File: src/rtl/vec_feature_serializer_if.sv
// Vector-in / beat-out signal bundle for vec_feature_serializer.
// slave = serializer side, master = vector producer plus beat consumer.
interface vec_feature_serializer_if #(
    parameter int BEAT_W = 32
);
    logic [159:0]      vec_feature;
    logic              vec_feature_v;
    logic [BEAT_W-1:0] out_data;
    logic              out_valid;
    logic              out_ready;
    logic              out_last;
    logic [7:0]        out_beat_idx;

    modport slave (
        input  vec_feature, vec_feature_v, out_ready,
        output out_data, out_valid, out_last, out_beat_idx
    );

    modport master (
        output vec_feature, vec_feature_v, out_ready,
        input  out_data, out_valid, out_last, out_beat_idx
    );
endinterface

File: src/rtl/vec_feature_serializer.sv
// Queues 160-bit feature vectors in a FIFO and streams each one as 160/BEAT_W beats, LSB slice first.
// Latency: one cycle from vec_feature_v to out_valid. Backpressure: out_ready stalls beats; vectors arriving into a full FIFO are dropped.
// Optional macro VEC_SER_DROP_CNT_EN enables the saturating dropped-vector counter.
module vec_feature_serializer #(
    parameter int FIFO_DEPTH = 4,
    parameter int BEAT_W     = 32
) (
    input  logic                      clk,
    input  logic                      rst_n,
    vec_feature_serializer_if.slave   vif,
    output logic                      fifo_full,
    output logic                      fifo_empty,
    output logic                      overflow,
    output logic [15:0]               drop_cnt
);
    localparam int              N_BEAT    = 160 / BEAT_W;
    localparam int              AW        = $clog2(FIFO_DEPTH);
    localparam int              CW        = AW + 1;
    localparam logic [CW-1:0]   DEPTH_C   = CW'(FIFO_DEPTH);
    localparam logic [7:0]      LAST_BEAT = 8'(N_BEAT - 1);

    typedef enum logic {
        IDLE = 1'b0,
        SEND = 1'b1
    } state_t;

    state_t         state_q, state_d;
    logic [159:0]   mem_q [FIFO_DEPTH];
    logic [AW-1:0]  wptr_q, wptr_d;
    logic [AW-1:0]  rptr_q, rptr_d;
    logic [CW-1:0]  count_q, count_d;
    logic [7:0]     beat_cnt_q, beat_cnt_d;
    logic           full_q, empty_q, overflow_q;

    logic           out_vld;
    logic           last_beat;
    logic           handshake;
    logic           pop;
    logic           wr_acc;
    logic [159:0]   head;
    logic [31:0]    shamt;

    assign out_vld   = (state_q == SEND);
    assign last_beat = (beat_cnt_q == LAST_BEAT);
    assign handshake = out_vld && vif.out_ready;
    assign pop       = handshake && last_beat;
    // A full FIFO still accepts when its head leaves in the same cycle.
    assign wr_acc    = vif.vec_feature_v && ((count_q != DEPTH_C) || pop);

    assign head  = mem_q[rptr_q];
    assign shamt = {24'd0, beat_cnt_q} * 32'(BEAT_W);

    assign vif.out_valid    = out_vld;
    assign vif.out_last     = out_vld && last_beat;
    assign vif.out_beat_idx = beat_cnt_q;
    assign vif.out_data     = out_vld ? BEAT_W'(head >> shamt) : '0;

    assign fifo_full  = full_q;
    assign fifo_empty = empty_q;
    assign overflow   = overflow_q;

    always_comb begin
        count_d = count_q;
        case ({wr_acc, pop})
            2'b10:   count_d = count_q + CW'(1);
            2'b01:   count_d = count_q - CW'(1);
            default: count_d = count_q;
        endcase
    end

    assign wptr_d = wr_acc ? wptr_q + 1'b1 : wptr_q;
    assign rptr_d = pop    ? rptr_q + 1'b1 : rptr_q;

    always_comb begin
        state_d    = state_q;
        beat_cnt_d = beat_cnt_q;
        case (state_q)
            IDLE: begin
                beat_cnt_d = '0;
                if (count_d != '0) state_d = SEND;
            end
            SEND: begin
                if (handshake) begin
                    beat_cnt_d = last_beat ? 8'd0 : beat_cnt_q + 8'd1;
                    if (pop && (count_d == '0)) state_d = IDLE;
                end
            end
            default: begin
                state_d    = IDLE;
                beat_cnt_d = '0;
            end
        endcase
    end

    always_ff @(posedge clk or negedge rst_n) begin
        if (!rst_n) begin
            state_q    <= IDLE;
            beat_cnt_q <= '0;
            wptr_q     <= '0;
            rptr_q     <= '0;
            count_q    <= '0;
            full_q     <= 1'b0;
            empty_q    <= 1'b1;
            overflow_q <= 1'b0;
        end else begin
            state_q    <= state_d;
            beat_cnt_q <= beat_cnt_d;
            wptr_q     <= wptr_d;
            rptr_q     <= rptr_d;
            count_q    <= count_d;
            full_q     <= (count_d == DEPTH_C);
            empty_q    <= (count_d == '0);
            overflow_q <= vif.vec_feature_v && !wr_acc;
        end
    end

    always_ff @(posedge clk or negedge rst_n) begin
        if (!rst_n) begin
            for (int i = 0; i < FIFO_DEPTH; i++) mem_q[i] <= '0;
        end else if (wr_acc) begin
            mem_q[wptr_q] <= vif.vec_feature;
        end
    end

`ifdef VEC_SER_DROP_CNT_EN
    logic [15:0] drop_cnt_q, drop_cnt_d;

    always_comb begin
        drop_cnt_d = drop_cnt_q;
        if (vif.vec_feature_v && !wr_acc && (drop_cnt_q != 16'hFFFF))
            drop_cnt_d = drop_cnt_q + 16'd1;
    end

    always_ff @(posedge clk or negedge rst_n) begin
        if (!rst_n) drop_cnt_q <= '0;
        else        drop_cnt_q <= drop_cnt_d;
    end

    assign drop_cnt = drop_cnt_q;
`else
    assign drop_cnt = 16'd0;
`endif

endmodule

File: src/flat_wrapper.sv
// flat-port wrapper written by rule: the top's interface ports become plain ports
module vec_feature_serializer_flat 
#(
    parameter int FIFO_DEPTH = 4,
    parameter int BEAT_W     = 32
)
  (clk, rst_n, fifo_full, fifo_empty, overflow, drop_cnt, vif_vec_feature, vif_vec_feature_v, vif_out_ready, vif_out_data, vif_out_valid, vif_out_last, vif_out_beat_idx);
  vec_feature_serializer_if #(.BEAT_W(BEAT_W)) vif_i ();
  input  logic clk;
  input  logic rst_n;
  output logic fifo_full;
  output logic fifo_empty;
  output logic overflow;
  output logic [15:0] drop_cnt;
  input wire logic [$bits(vif_i.vec_feature)-1:0] vif_vec_feature;
  input wire logic [$bits(vif_i.vec_feature_v)-1:0] vif_vec_feature_v;
  input wire logic [$bits(vif_i.out_ready)-1:0] vif_out_ready;
  output wire logic [$bits(vif_i.out_data)-1:0] vif_out_data;
  output wire logic [$bits(vif_i.out_valid)-1:0] vif_out_valid;
  output wire logic [$bits(vif_i.out_last)-1:0] vif_out_last;
  output wire logic [$bits(vif_i.out_beat_idx)-1:0] vif_out_beat_idx;
  assign vif_i.vec_feature = vif_vec_feature;
  assign vif_i.vec_feature_v = vif_vec_feature_v;
  assign vif_i.out_ready = vif_out_ready;
  assign vif_out_data = vif_i.out_data;
  assign vif_out_valid = vif_i.out_valid;
  assign vif_out_last = vif_i.out_last;
  assign vif_out_beat_idx = vif_i.out_beat_idx;
  vec_feature_serializer #(.FIFO_DEPTH(FIFO_DEPTH), .BEAT_W(BEAT_W)) u_core (.clk(clk), .rst_n(rst_n), .vif(vif_i), .fifo_full(fifo_full), .fifo_empty(fifo_empty), .overflow(overflow), .drop_cnt(drop_cnt));
endmodule
File: config.mk
export PLATFORM = sky130hd
export DESIGN_NAME = vec_feature_serializer_flat
export DESIGN_NICKNAME = d
export VERILOG_FILES = /design/src/rtl/vec_feature_serializer_if.sv /design/src/rtl/vec_feature_serializer.sv /design/src/flat_wrapper.sv
export SDC_FILE = /design/constraint.sdc
export NUM_CORES = 1
export LEC_CHECK = 0
export BUFFER_PORTS_ARGS = -buffer_cell sky130_fd_sc_hd__buf_4
export CORE_ASPECT_RATIO = 0.8
export CORE_MARGIN = 5
export CORE_UTILIZATION = 60
export DETAILED_ROUTE_END_ITERATION = 6
export PLACE_DENSITY = 0.79
export SKIP_CTS_REPAIR_TIMING = 1
export SYNTH_ARGS = -nofsm -noshare
export SYNTH_HDL_FRONTEND = slang
export SYNTH_SLANG_ARGS = --single-unit
export TNS_END_PERCENT = 30
File: constraint.sdc
create_clock -name clk -period 4.26 [get_ports clk]
set_input_delay 0.639 -clock clk [delete_from_list [all_inputs] [get_ports clk]]
set_output_delay 0.639 -clock clk [all_outputs]
set_load 0.01 [all_outputs]
==> results of run 1 <==
-- cell families after synthesis --
family,synth area share (%)
flip-flops,52.89
other,0.01203
multiplexers,40.51
AO/OA/AOI/OAI,2.051
adder cells (fa/ha/maj),0.3050
AND/OR/NAND/NOR,0.9350
buffers and inverters,3.130
XOR/XNOR,0.1685
-- layer usage --
layer  vias to the layer above  share of wire [%]  wire length (microns)
met5                         -               0.16                    112
met2                       405                 48                  34230
li1                       7213                  -                      -
met3                       133                5.3                   3818
met1                      9134                 43                  30550
met4                        16                4.0                   2867
-- power by group --
group          switching, W  total (W)  leakage, nW  internal (W)
registers           0.00178     0.0113         7.82       0.00948
logic               0.00522     0.0130         7.46       0.00775
clock network       0.00240    0.00577         1.05       0.00337
-- metrics by stage --
step / instance area (sq um) / worst slack, ns / instances / power (W) / hold slack (ns)
5_1_grt: 35480 / 0.3385 / 2748 / 0.03150 / 0.09158
4_1_cts: 35470 / 0.4537 / 2742 / 0.03023 / 0.08247
3_5_place_dp: 33330 / 1.133 / 2631 / 0.02435 / 0.4755
3_3_place_gp: 33330 / 1.139 / 2631 / 0.02381 / 0.4676
2_1_floorplan: 31240 / 0.8330 / 1837 / 0.02060 / 0.3434
6_report: 35490 / 0.4684 / 2750 / 0.03001 / 0.07199
-- worst max path at each step --
stage | start | endpoint | slack [ns] | cells after the start
floorplan | u_core.vif.out_beat_idx[0] | u_core.vif.out_valid | 0.83 | 10
global placement | u_core.rptr_q[1] | vif_out_data[5] | 1.14 | 6
detailed placement | u_core.rptr_q[0] | vif_out_data[28] | 1.13 | 7
CTS | u_core.rptr_q[0] | vif_out_data[28] | 0.45 | 7
global route | u_core.rptr_q[0] | vif_out_data[13] | 0.34 | 6
finish | u_core.rptr_q[1] | vif_out_data[7] | 0.47 | 6
-- critical path: cells and delay by family (launching register included) --
family / cells / cell delay (ns)
buffers and inverters: 2 / 0.46
flip-flops: 1 / 0.73
multiplexers: 2 / 0.94
AO/OA/AOI/OAI: 2 / 0.36
-- layout make-up --
| type | count | area (sq um) | area share (%) |
|---|---|---|---|
| inverter | 7 | 26.28 | 0.07405 |
| timing repair buffer | 252 | 2175 | 6.128 |
| clock inverter | 21 | 281.5 | 0.7933 |
| clock buffer | 90 | 1857 | 5.233 |
| antenna | 8 | 20.02 | 0.05642 |
| sequential | 659 | 16500 | 46.50 |
| multi-input combinational | 1029 | 13770 | 38.80 |
| tap | 684 | 855.8 | 2.412 |
-- placed cells by master (no fill, tap or decap), drive strengths merged, types with 2 or more instances in the layout --
| master | Yosys | final |
|---|---|---|
| nor2b | 4 | 4 |
| nand4 | 3 | 3 |
| conb | 1 | 16 |
| xnor2 | 4 | 4 |
| a211oi | 2 | 2 |
| clkinv | 0 | 12 |
| a21o | 23 | 23 |
| mux2i | 67 | 67 |
| nor3b | 2 | 2 |
| nand2 | 15 | 15 |
| and3 | 5 | 5 |
| buf | 92 | 252 |
| a22o | 2 | 2 |
| ha | 6 | 6 |
| o211ai | 5 | 5 |
| mux2 | 642 | 642 |
| mux4 | 160 | 160 |
| nor3 | 2 | 2 |
| o221ai | 9 | 9 |
| dfrtp | 658 | 658 |
| xor2 | 2 | 2 |
| o22ai | 23 | 23 |
| nor2 | 2 | 2 |
| diode | 0 | 8 |
| clkbuf | 50 | 90 |
| bufinv | 0 | 6 |
| a21oi | 4 | 4 |
| clkinvlp | 0 | 3 |
| nand3 | 6 | 6 |
| o21ai | 7 | 7 |
| and2 | 2 | 2 |
| inv | 7 | 7 |
-- sequential cells by signal (all words and copies together) (netlist names) --
name and flops:
u_core.rptr_q 2, u_core.fifo_empty 1, u_core.vif.out_valid 1, u_core.count_q 3
u_core.overflow 1, u_core.vif.out_beat_idx 8, u_core.wptr_q 2, u_core.fifo_full 1
u_core.mem_q 640
==> results.py, run 1 <==
metrics = {
    "job": {
        "maxCapViolCount": 0,
    },
    "timing": {
        "worst_pin_slew_ns": 0.9217,
        "rsz0062_at_grt": "no",
        "min_period_ns": 3.792,
        "period_share_pct": 89.00,
        "maxSlewViolCount": 0,
        "clock_skew_ns": 0.02361,
        "final-setup-viol-count": 0,
        "hold_viol_final": 0,
        "fmax_mhz": 263.7,
        "maxSlewHeadroom_pct": 37.72,
        "tns_ns": 0,
    },
    "logic_synthesis": {
        "ys_top_cells_by_area": "dfrtp_1, mux2_4, mux4_2, mux2_2, mux2_1",
        "synth_largest_area_cell": "dfrtp_1",
        "synthArstFlopShare_pct": 100.0,
        "ys_seq_area_share_pct": 52.89,
        "synthMostInstantiatedCell": "dfrtp_1",
        "synthesis.instances": 1822,
        "ys.flop_type": "dfrtp_1",
        "synth-seq-cells": 659,
        "syn_area_per_cell_sq_um": 17.11,
        "synth-edff-count": 0,
        "ys_types": 53,
        "yosysWarnings": 0,
        "synthesis.area_sq_mm": 0.03118,
        "synth_top_area_share_pct": 52.81,
        "synth_top_cells_by_count": "dfrtp_1, mux2_4, mux2_2",
    },
    "global_routing": {
        "grt.total_usage_pct": 25.35,
        "gr-usage-met1_pct": 34.41,
        "grt-ovfl-total": 0,
        "gr-usage-met3_pct": 5.357,
        "antenna_found_initial": 15,
        "grt_use_met2_pct": 40.61,
        "grt-busiest-layer": "met2",
        "grt_pass1_vias": 18570,
        "grt_pass1_wl_mm": 111.7,
        "grt_start_max_net_pins": 126,
    },
    "routing": {
        "wl_per_cell_microns": 26.03,
        "drt-total-wl_mm": 71.57,
        "viasPerCell": 6.146,
        "drc": 0,
        "vias": 16900,
        "drt_pass1_iterations": 5,
        "drt_iter0_drc": 1129,
        "ant_nets": 0,
    },
    "worst_setup_path": {
        "r2r_setup_slack_ns": 1.20,
        "critPathRequiredTime_ns": 3.62,
        "endpoint_kind": "primary output",
        "cp_max_fo": 38,
        "crit_path_max_incr_delay_ns": 0.73,
        "reg2reg_depth": 9,
        "start_kind": "register",
        "cp_slowest_cell": "dfrtp_4",
        "crit_chain": "buf_12, mux4_2, mux2i_1, o22ai_1, a21o_1, buf_4",
        "regToRegEndpoint": "u_core.vif.out_valid",
        "crit_type": "reg2out",
        "critPathArrivalTime_ns": 3.15,
        "rr_startpoint": "u_core.vif.out_beat_idx[1]",
    },
    "floorplan": {
        "rows": 74,
        "core_area_sq_mm": 0.05120,
        "ioPinCount": 225,
        "die_w_microns": 264.9,
        "die_area_sq_mm": 0.05665,
        "die_h_microns": 213.9,
        "initial_core_util_pct": 60.90,
    },
    "cts": {
        "cts_buffers": 61,
        "clock_sinks": 659,
        "cts_tree": "done",
        "path_clk_slew_ns": 0.06,
        "h-tree-depth": 2,
        "insertion_delay_ns": 0.63,
        "root_buffer": "clkbuf_16",
        "ctsLongestPathBuffers": 3,
    },
    "cells_and_area": {
        "post-route-util_pct": 69.31,
        "drive_above_1_share_pct": 52.04,
        "nets": 2181,
        "fill_cells": 3318,
        "area_delta_synth_final_pct": 13.81,
    },
    "placement": {
        "dpl.hpwl_mm": 45.35,
        "place.gp.congestion": 0.7996,
        "port_buffers": 208,
    },
    "pwr": {
        "p_per_area_mw_per_mm2": 845.7,
        "power_leakage_nw": 16.33,
        "ir_worst_vdd_mv": 0.6184,
    },
    "hold_path": {
        "hp-class": "in2async",
    },
    "status": {
        "status": "finished, final reports clean",
    },
}
(Power assumes the default switching activity.)
==> run 2: changes to the inputs <==
==> constraint.sdc (replaced) <==
create_clock -name clk -period 4.26 [get_ports clk]
set_input_delay 1.065 -clock clk [delete_from_list [all_inputs] [get_ports clk]]
set_output_delay 1.065 -clock clk [all_outputs]
set_load 0.01 [all_outputs]
==> results.py, run 2 (synthesis results as in run 1) <==
metrics = {
    "worst_setup_path": {
        "reg2reg_depth": 9,
        "regToRegEndpoint": "u_core.vif.out_valid",
        "r2r_setup_slack_ns": 1.12,
        "cp_max_fo": 64,
        "endpoint_kind": "primary output",
        "crit_type": "reg2out",
        "critPathArrivalTime_ns": 2.94,
        "start_kind": "register",
        "critPathRequiredTime_ns": 3.19,
        "rr_startpoint": "u_core.vif.out_beat_idx[1]",
    },
    "timing": {
        "maxSlewHeadroom_pct": 44.26,
        "fmax_mhz": 249.5,
        "maxSlewViolCount": 0,
        "final-setup-viol-count": 0,
        "tns_ns": 0,
        "min_period_ns": 4.008,
        "worst_pin_slew_ns": 0.8321,
        "period_share_pct": 94.08,
        "hold_viol_final": 0,
        "clock_skew_ns": 0.02258,
        "rsz0062_at_grt": "no",
        "whs_ns": 0.4573,
    },
    "routing": {
        "ant_nets": 0,
        "viasPerCell": 6.173,
        "drt-total-wl_mm": 71.99,
        "vias": 17080,
        "drt_pass1_iterations": 5,
        "wl_per_cell_microns": 26.02,
        "drt_iter0_drc": 1052,
        "drc": 0,
    },
    "cells_and_area": {
        "fill_cells": 3290,
        "largest_reg_flops": 640,
        "final_cell_mix": "dfrtp_1, mux2_4, mux2_2",
        "seq_area_sq_mm": 0.01650,
        "multiInputGateArea_sq_mm": 0.01377,
        "regMostFlops": "u_core.mem_q",
        "area_delta_synth_final_pct": 14.71,
        "drive_above_1_share_pct": 52.14,
        "nets": 2199,
        "final_common_cell": "dfrtp_1",
    },
    "cts": {
        "cts_tree": "done",
        "clock_sinks": 659,
        "root_buffer": "clkbuf_16",
        "cts_buffers": 67,
        "path_clk_slew_ns": 0.06,
        "insertion_delay_ns": 0.60,
        "ctsLongestPathBuffers": 3,
        "h-tree-depth": 3,
    },
    "global_routing": {
        "grt-busiest-layer": "met2",
        "grt_pass1_wl_mm": 112.9,
        "grt_start_max_net_pins": 95,
        "grt.total_usage_pct": 25.62,
        "gr-usage-met1_pct": 34.57,
        "grt_use_met2_pct": 42.69,
        "grt-ovfl-total": 0,
        "gr-usage-met3_pct": 5.828,
        "grt_pass1_vias": 18930,
        "antenna_found_initial": 14,
    },
    "pwr": {
        "p_switching_w": 0.009365,
        "p_sw_share_pct": 30.88,
        "p_int_w": 0.02096,
        "power_leakage_nw": 16.49,
        "p_clk_share_pct": 20.1,
        "comb_power_share_pct": 42.7,
        "p_per_area_mw_per_mm2": 848.0,
        "pwr-share-seq_pct": 37.2,
        "ir_worst_vdd_mv": 0.4950,
    },
    "job": {
        "maxCapViolCount": 0,
    },
    "floorplan": {
        "rows": 74,
        "die_w_microns": 264.9,
        "ioPinCount": 225,
        "die_h_microns": 213.9,
        "core_area_sq_mm": 0.05120,
        "die_area_sq_mm": 0.05665,
        "initial_core_util_pct": 60.90,
    },
    "status": {
        "status": "finished, final reports clean",
    },
    "placement": {
        "dpl.hpwl_mm": 46.00,
        "port_buffers": 208,
        "place.gp.congestion": 0.7883,
    },
    "hold_path": {
        "hp-class": "in2async",
    },
}
==> run 2: power by group through the flow <==
stage | clock [W] | sequential (W) | combinational, W
after floorplan | 0 | 0.0106 | 0.0100
after global placement | 0 | 0.0111 | 0.0127
after detailed placement | 0 | 0.0113 | 0.0130
after CTS | 0.00621 | 0.0112 | 0.0131
after global routing | 0.00648 | 0.0116 | 0.0138
final | 0.00611 | 0.0113 | 0.0129
==> run 2: how the worst max path moves through the flow <==
| stage | from | end | slack [ns] | depth (start not counted) |
|---|---|---|---|---|
| CTS | u_core.rptr_q[0] | vif_out_data[5] | 0.17 | 6 |
| floorplan | u_core.vif.out_beat_idx[0] | u_core.vif.out_valid | 0.83 | 10 |
| detailed placement | u_core.rptr_q[0] | vif_out_data[5] | 0.81 | 6 |
| global placement | u_core.rptr_q[0] | vif_out_data[5] | 0.85 | 6 |
| global route | u_core.rptr_q[0] | vif_out_data[6] | 0.09 | 6 |
| finish | u_core.rptr_q[0] | vif_out_data[6] | 0.25 | 6 |
==> run 2: final cells by class <==
type,instances,share of cell area (%)
diodes,6,0.04198
clock buffers,97,5.548
clock inverters,21,0.8046
inverters,7,0.07346
multi-input cells,1029,38.50
flip-flops and latches,659,46.13
well taps,684,2.393
repair buffers,264,6.507
==> run 2: critical path: stages (launching register included) <==
cell and delay [ns]:
dfrtp_4 0.46, buf_12 0.45, mux4_2 0.58, mux2i_1 0.20, o22ai_1 0.24, a21o_1 0.25
buf_4 0.14
==> run 2: metrics by stage <==
stage | util [%] | setup WS [ns] | area, sq um | instances | total power [W]
floorplan | - | 0.8330 | 31240 | 1837 | 0.02060
global placement | 65.39 | 0.8505 | 33480 | 2643 | 0.02373
detailed placement | 65.39 | 0.8065 | 33480 | 2643 | 0.02427
CTS | 69.83 | 0.1655 | 35750 | 2761 | 0.03055
global route | 69.84 | 0.08779 | 35760 | 2764 | 0.03184
finish | 69.85 | 0.2523 | 35770 | 2767 | 0.03033
==> run 2: layer usage <==
metal / vias up / part of all wire [%]
met5: - / 0.14
li1: 7239 / -
met1: 9288 / 42
met2: 409 / 49
met3: 130 / 5.5
met4: 16 / 2.8
